`src/rtl/ps2_pkg.sv`:
```
// ps2_pkg: shared PS/2 receiver state encoding and constants
package ps2_pkg;
   typedef enum logic [1:0] {IDLE = 2'd0, DATA = 2'd1, PARITY = 2'd2, STOP = 2'd3} ps2_state_t;
   localparam int PS2_DATA_BITS = 8;
   localparam logic SYNC_RESET_LEVEL = 1'b1;
endpackage

```
`src/rtl/sync_fifo.sv`:
```
// sync_fifo: show-ahead FIFO with wrap-bit pointers; dout reads 0 when empty
module sync_fifo #(
   parameter int WIDTH = 8,
   parameter int DEPTH = 8
) (
   input  logic             clk,
   input  logic             reset,
   input  logic             push,
   input  logic [WIDTH-1:0] din,
   input  logic             pop,
   output logic [WIDTH-1:0] dout,
   output logic             empty,
   output logic             full
);
   localparam int AW = $clog2(DEPTH);
   logic [WIDTH-1:0] mem [DEPTH];
   logic [AW:0] wp, rp;
   logic do_push, do_pop;
   always_comb begin
      empty = wp == rp;
      full = (wp[AW] != rp[AW]) && (wp[AW-1:0] == rp[AW-1:0]);
      do_pop = pop && !empty;
      do_push = push && (!full || do_pop);
      dout = empty ? '0 : mem[rp[AW-1:0]];
   end
   always_ff @(posedge clk or posedge reset)
      if (reset) begin
         wp <= '0;
         rp <= '0;
      end else begin
         wp <= do_push ? wp + 1'b1 : wp;
         rp <= do_pop ? rp + 1'b1 : rp;
      end
   always_ff @(posedge clk)
      if (do_push) mem[wp[AW-1:0]] <= din;
endmodule

```
`src/rtl/ps2_scan_fifo.sv`:
```
// ps2_scan_fifo: PS/2 device-to-host deframer feeding a show-ahead scan-code FIFO
module ps2_scan_fifo
   import ps2_pkg::*;
#(
   parameter int DEPTH   = 8,
   parameter int TIMEOUT = 50000
) (
   input  logic       clk,
   input  logic       reset,
   input  logic       ps2_clk,
   input  logic       ps2_data,
   input  logic       rd_en,
   output logic [7:0] key_data,
   output logic       key_valid,
   output logic       frame_err,
   output logic       overflow
);
   localparam int TW = $clog2(TIMEOUT + 1);
   ps2_state_t state, state_n;
   logic [1:0] clk_sync, data_sync;
   logic clk_prev, fall, bit_in, timeout, push, err, full, empty, par;
   logic [2:0] bit_cnt;
   logic [PS2_DATA_BITS-1:0] shift;
   logic [TW-1:0] tcnt;
   always_ff @(posedge clk or posedge reset)
      if (reset) begin
         clk_sync <= {2{SYNC_RESET_LEVEL}};
         data_sync <= {2{SYNC_RESET_LEVEL}};
         clk_prev <= SYNC_RESET_LEVEL;
      end else begin
         clk_sync <= {clk_sync[0], ps2_clk};
         data_sync <= {data_sync[0], ps2_data};
         clk_prev <= clk_sync[1];
      end
   assign fall = clk_prev & ~clk_sync[1];
   assign bit_in = data_sync[1];
   assign timeout = state != IDLE && tcnt == TW'(TIMEOUT);
   always_ff @(posedge clk or posedge reset)
      if (reset) state <= IDLE;
      else state <= state_n;
   // a stalled frame wins over a coincident edge
   always_comb begin
      state_n = state;
      push = 1'b0;
      err = 1'b0;
      if (timeout) begin
         state_n = IDLE;
         err = 1'b1;
      end else if (fall)
         case (state)
            IDLE:   state_n = bit_in ? IDLE : DATA;
            DATA:   state_n = bit_cnt == 3'(PS2_DATA_BITS - 1) ? PARITY : DATA;
            PARITY: state_n = STOP;
            STOP: begin
               state_n = IDLE;
               push = bit_in && ^{shift, par};
               err = !push;
            end
         endcase
   end
   always_ff @(posedge clk or posedge reset)
      if (reset) begin
         bit_cnt <= '0;
         shift <= '0;
         par <= 1'b0;
         tcnt <= '0;
         frame_err <= 1'b0;
         overflow <= 1'b0;
      end else begin
         frame_err <= err;
         tcnt <= (state == IDLE || fall || timeout) ? '0 : tcnt + 1'b1;
         if (timeout) begin
            bit_cnt <= '0;
            shift <= '0;
         end else if (fall && state == IDLE) bit_cnt <= '0;
         else if (fall && state == DATA) begin
            shift <= {bit_in, shift[PS2_DATA_BITS-1:1]};
            bit_cnt <= bit_cnt + 1'b1;
         end
         if (fall && state == PARITY) par <= bit_in;
         if (push && full && !rd_en) overflow <= 1'b1;
      end
   sync_fifo #(.WIDTH(PS2_DATA_BITS), .DEPTH(DEPTH)) u_fifo (
      .clk   (clk),
      .reset (reset),
      .push  (push),
      .din   (shift),
      .pop   (rd_en),
      .dout  (key_data),
      .empty (empty),
      .full  (full)
   );
   assign key_valid = !empty;
endmodule

```
`config.mk`:
```
export PLATFORM = sky130hd
export DESIGN_NAME = ps2_scan_fifo
export DESIGN_NICKNAME = d
export VERILOG_FILES = /design/src/rtl/ps2_pkg.sv /design/src/rtl/sync_fifo.sv /design/src/rtl/ps2_scan_fifo.sv
export SDC_FILE = /design/constraint.sdc
export NUM_CORES = 1
export LEC_CHECK = 0
export CAP_MARGIN = 5
export CORE_MARGIN = 1
export CORE_UTILIZATION = 53
export DETAILED_ROUTE_END_ITERATION = 8
export MAX_ROUTING_LAYER = met4
export PLACE_DENSITY = 0.73
export SYNTH_ARGS = -nofsm -noshare
export SYNTH_HDL_FRONTEND = slang
export SYNTH_HIERARCHICAL = 1
export SYNTH_SLANG_ARGS = --single-unit
```
`constraint.sdc`:
```
create_clock -name clk -period 3.4 [get_ports clk]
set_input_delay 0.34 -clock clk [delete_from_list [all_inputs] [get_ports clk]]
set_output_delay 0.34 -clock clk [all_outputs]
set_load 0.05 [all_outputs]
```
==> results.md, run 1 <==
* EDFF count, synth at 64
* Routed Antenna Nets at 0
* Final Hold Viols at 0
* GPL Wtd Cong at 0.763
* Switch Pwr at 1470 µW
* Tightest Hold Check Type: in -> async
* Cell at the root of the clock tree: clkbuf_8
* Count leader, synth: edfxtp_1
* Final net count at 373
* DR WL/cell at 18.4 µm
* Via density at 5.78
* Cell family with most CP delay: buffers and inverters
* Unrepaired setup endpoints after global routing: false
* Ys flop type: edfxtp_1
* Actual slew at the worst max-slew pin at 0.777 ns
* Die Span Y at 98.2 µm
* Power Dens Cells at 751 mW/mm²
* Pin count of the biggest net entering global routing at 21
* Leak Pwr at 0.00203 µW
* Setup_tns at 0 ns
* Element type at the critical path end: output port
* Max_slew headroom at 48.0%
* Post-synth top area share at 39.2%
* Number of global-route vias before repair at 2730
* Die area at 0.00964 mm²
* Antenna Cells at 0
* Post-synth top cells: 64 x edfxtp_1, 40 x dfrtp_1, 33 x nor2_1, 27 x nand2_1, 16 x mux4_2
* Critical Path AT at 2.68 ns
* Maximum clock frequency at 331 MHz
* Async S/R FF share, synth at 41.3%
* CTS Buf Count at 9
* Worst path max stage delay at 0.71 ns
* Die width at 98.2 µm
* Port bufs at 15
* Logic pwr share at 37.6%
* R2r worst-path depth at 6
* Max H-tree Level at 3
* Worst Setup SP: u_fifo/rp[0]$_DFFE_PP0P_
* Fillcell total at 688
* Worst path slowest cell: clkdlybuf4s50_1
* Int Power at 2550 µW
* Synth top area cells: edfxtp_1 39%, dfrtp_1 20%, mux4_2 7.3%, dfstp_2 2.7%, nor2_1 2.5%
* Core area at 0.00885 mm²
* Worst path bufs/invs at 2
* Syn Nets at 353
* Synthesis-stage register bit count at 109
* Critical path class: reg -> out
* Routed WL at 8.73 mm
* Area of the multi-input gates at 0.00168 mm²
* Final Max Tran Viols at 0
* Clk pwr share at 18.2%
* RR Endpoint: u_fifo/mem[7][1]$_DFFE_PP_
* Hpwl dp at 5.77 mm
* Resized cells post-CTS at 0
* Cells along the critical path: buf_4 > mux4_2 > mux2i_1 > nor2_1 > clkdlybuf4s50_1
* First-pass GRT wire length at 14.2 mm
* DR vias at 2746
* Gr usage total at 20.4%
* Outcome: completed
* Critical path peak fanout at 20
* Register area share after synthesis at 62.3%
* Area growth syn-to-layout at 9.08%
* R2r setup slk at 0.59 ns
* Maximum VDD drop at 0.356 mV
* Final Setup Violations at 0
* Sink Count at 109
* Max-cap violations at 0
* Initial Util at 55.4%
* Launching point of the worst reg2reg path: shift[5]$_DFFE_PP0P_
* CTS tree: yes
* Post-synth cell types at 55
* Critical Path RT at 3.06 ns
* Postcts setup bufs at 0
* Leading area contributor after synthesis: edfxtp_1
* Initial DRC count at 164
* Clock-pin slew on the worst setup and hold paths at 0.10 ns
* Reg power frac at 44.2%
* # rows at 34
* Layout cell share with drive strength beyond 1 at 19.1%
* Syn avg cell area at 14.3 µm²
* Startpoint Class: flip-flop
* Drt pass-1 iters at 6
* Final Instance Count excl. Fillers at 475
* FF+latch area at 0.00305 mm²
* CTS Hold Buffers Added at 0
* Num ports at 16
* Grt total ovfl at 0
* Skew-Pair Late Insertion Delay at 0.36 ns
* Drt drc at 0
* Yosys warns at 6
* Sw Ratio at 36.6%
* Placed Cells at 459
* Initial antenna violation count at 0
* Post-Synthesis Cells at 342
* Final period util at 88.7%
* Clk buf depth at 2
* Min Tclk post-route at 3.02 ns
* Mapped cell area at 0.00490 mm²
* Clk_skew at 0.0129 ns
[layer usage]
metal | track usage, % | vias to the layer above | routed length [µm]
met5 | - | - | 0
met4 | 8.50 | 0 | 148
met3 | 3.87 | 13 | 447
met2 | 32.1 | 77 | 4270
met1 | 26.4 | 1365 | 3860
li1 | - | 1291 | -
[area by class of cell]
type	instances	area share, %
inverter	11	0.772
clock inverter	6	0.936
multi-input combinational	203	31.5
tap	108	2.53
timing repair buffer	28	4.63
clock buffer	10	2.57
sequential	109	57.1
[sequential cells by signal (all words and copies together), names as in the netlist, 2 cells and up]
| signal | count |
|---|---|
| u_fifo/mem | 64 |
| state | 2 |
| u_fifo/wp | 4 |
| tcnt | 16 |
| shift | 8 |
| clk_sync | 2 |
| bit_cnt | 3 |
| u_fifo/rp | 4 |
| data_sync | 2 |
[through the flow]
stage          util [%]  power, µW  setup slack (ns)  area (µm²)  hold slack (ns)
3_3_place_gp       58.3       3290             0.656        5160            0.346
4_1_cts            60.4       4060             0.365        5350            0.248
2_1_floorplan         -       2990             0.153        4900            0.156
5_1_grt            60.4       4210             0.280        5350            0.278
3_5_place_dp       58.3       3330             0.635        5160            0.347
6_report           60.4       4020             0.383        5350            0.240
[how the worst max path moves through the flow]
stage               slack, ns  cells past startpoint                         end
floorplan                0.15                      6  u_fifo/mem[3][0]$_DFFE_PP_
CTS                      0.36                      5                 key_data[7]
detailed placement       0.63                      6  u_fifo/mem[7][5]$_DFFE_PP_
global route             0.28                      5                 key_data[4]
global placement         0.66                      6  u_fifo/mem[7][5]$_DFFE_PP_
finish                   0.38                      5                 key_data[7]
[power by group through the flow]
stage	Clock, µW	Sequential (µW)	Combinational, µW
6_report	731	1780	1510
5_1_grt	796	1800	1610
4_1_cts	752	1780	1530
3_5_place_dp	0	1810	1520
3_3_place_gp	0	1790	1490
2_1_floorplan	0	1750	1240
[worst register-to-register path: stages (launching register included)]
cell and delay [ns]:
dfrtp_1 0.54, xor2_1 0.19, xnor3_1 0.43, xnor2_1 0.18, nor3_1 0.26, nand4_1 0.19, nor2_1 0.65
[cell usage in the layout (no fill, tap or decap), types with 7 or more instances in the layout]
| cell | netlist | final |
|---|---|---|
| dfrtp_1 | 40 | 40 |
| clkbuf_8 | 0 | 10 |
| nor2_1 | 33 | 33 |
| inv_1 | 11 | 11 |
| clkdlybuf4s50_1 | 0 | 15 |
| nand3_1 | 8 | 8 |
| mux4_2 | 16 | 16 |
| xor2_1 | 14 | 14 |
| mux2i_1 | 8 | 8 |
| xnor2_1 | 8 | 8 |
| buf_4 | 0 | 13 |
| a21oi_1 | 15 | 15 |
| nand4_1 | 8 | 8 |
| o21ai_0 | 7 | 7 |
| nand2_1 | 27 | 27 |
| edfxtp_1 | 64 | 64 |
[cell families (layout without fill, tap and decap cells)]
logic type / after synthesis / after routing / synth area share, %
AOI/OAI and AO/OA: 31 / 31 / 4.41
xor gates and xnor gates: 27 / 27 / 6.18
adders and majority gates: 6 / 6 / 1.53
buffers and inverters: 30 / 55 / 3.52
DFF: 109 / 109 / 62.3
muxes: 27 / 27 / 9.75
and+or+nand+nor: 112 / 112 / 12.3
No activity file was read; power rests on OpenSTA's default activity.
==> inputs of run 2 (changes only) <==
--- a/config.mk
+++ b/config.mk
@@ -8,6 +8,7 @@
 export CAP_MARGIN = 5
 export CORE_MARGIN = 1
 export CORE_UTILIZATION = 53
+export CTS_CLUSTER_DIAMETER = 40
 export DETAILED_ROUTE_END_ITERATION = 8
 export MAX_ROUTING_LAYER = met4
 export PLACE_DENSITY = 0.73
==> results of run 2 <==
Same layout as run 1: the final DEF is identical, and so are final timing and power.
==> inputs of run 3 (changes only) <==
--- a/config.mk
+++ b/config.mk
@@ -8,6 +8,7 @@
 export CAP_MARGIN = 5
 export CORE_MARGIN = 1
 export CORE_UTILIZATION = 53
+export CTS_BUF_LIST = sky130_fd_sc_hd__clkbuf_4 sky130_fd_sc_hd__clkbuf_8
 export CTS_CLUSTER_DIAMETER = 40
 export DETAILED_ROUTE_END_ITERATION = 8
 export MAX_ROUTING_LAYER = met4
==> results of run 3 <==
Same layout as run 1: the final DEF is identical, and so are final timing and power.
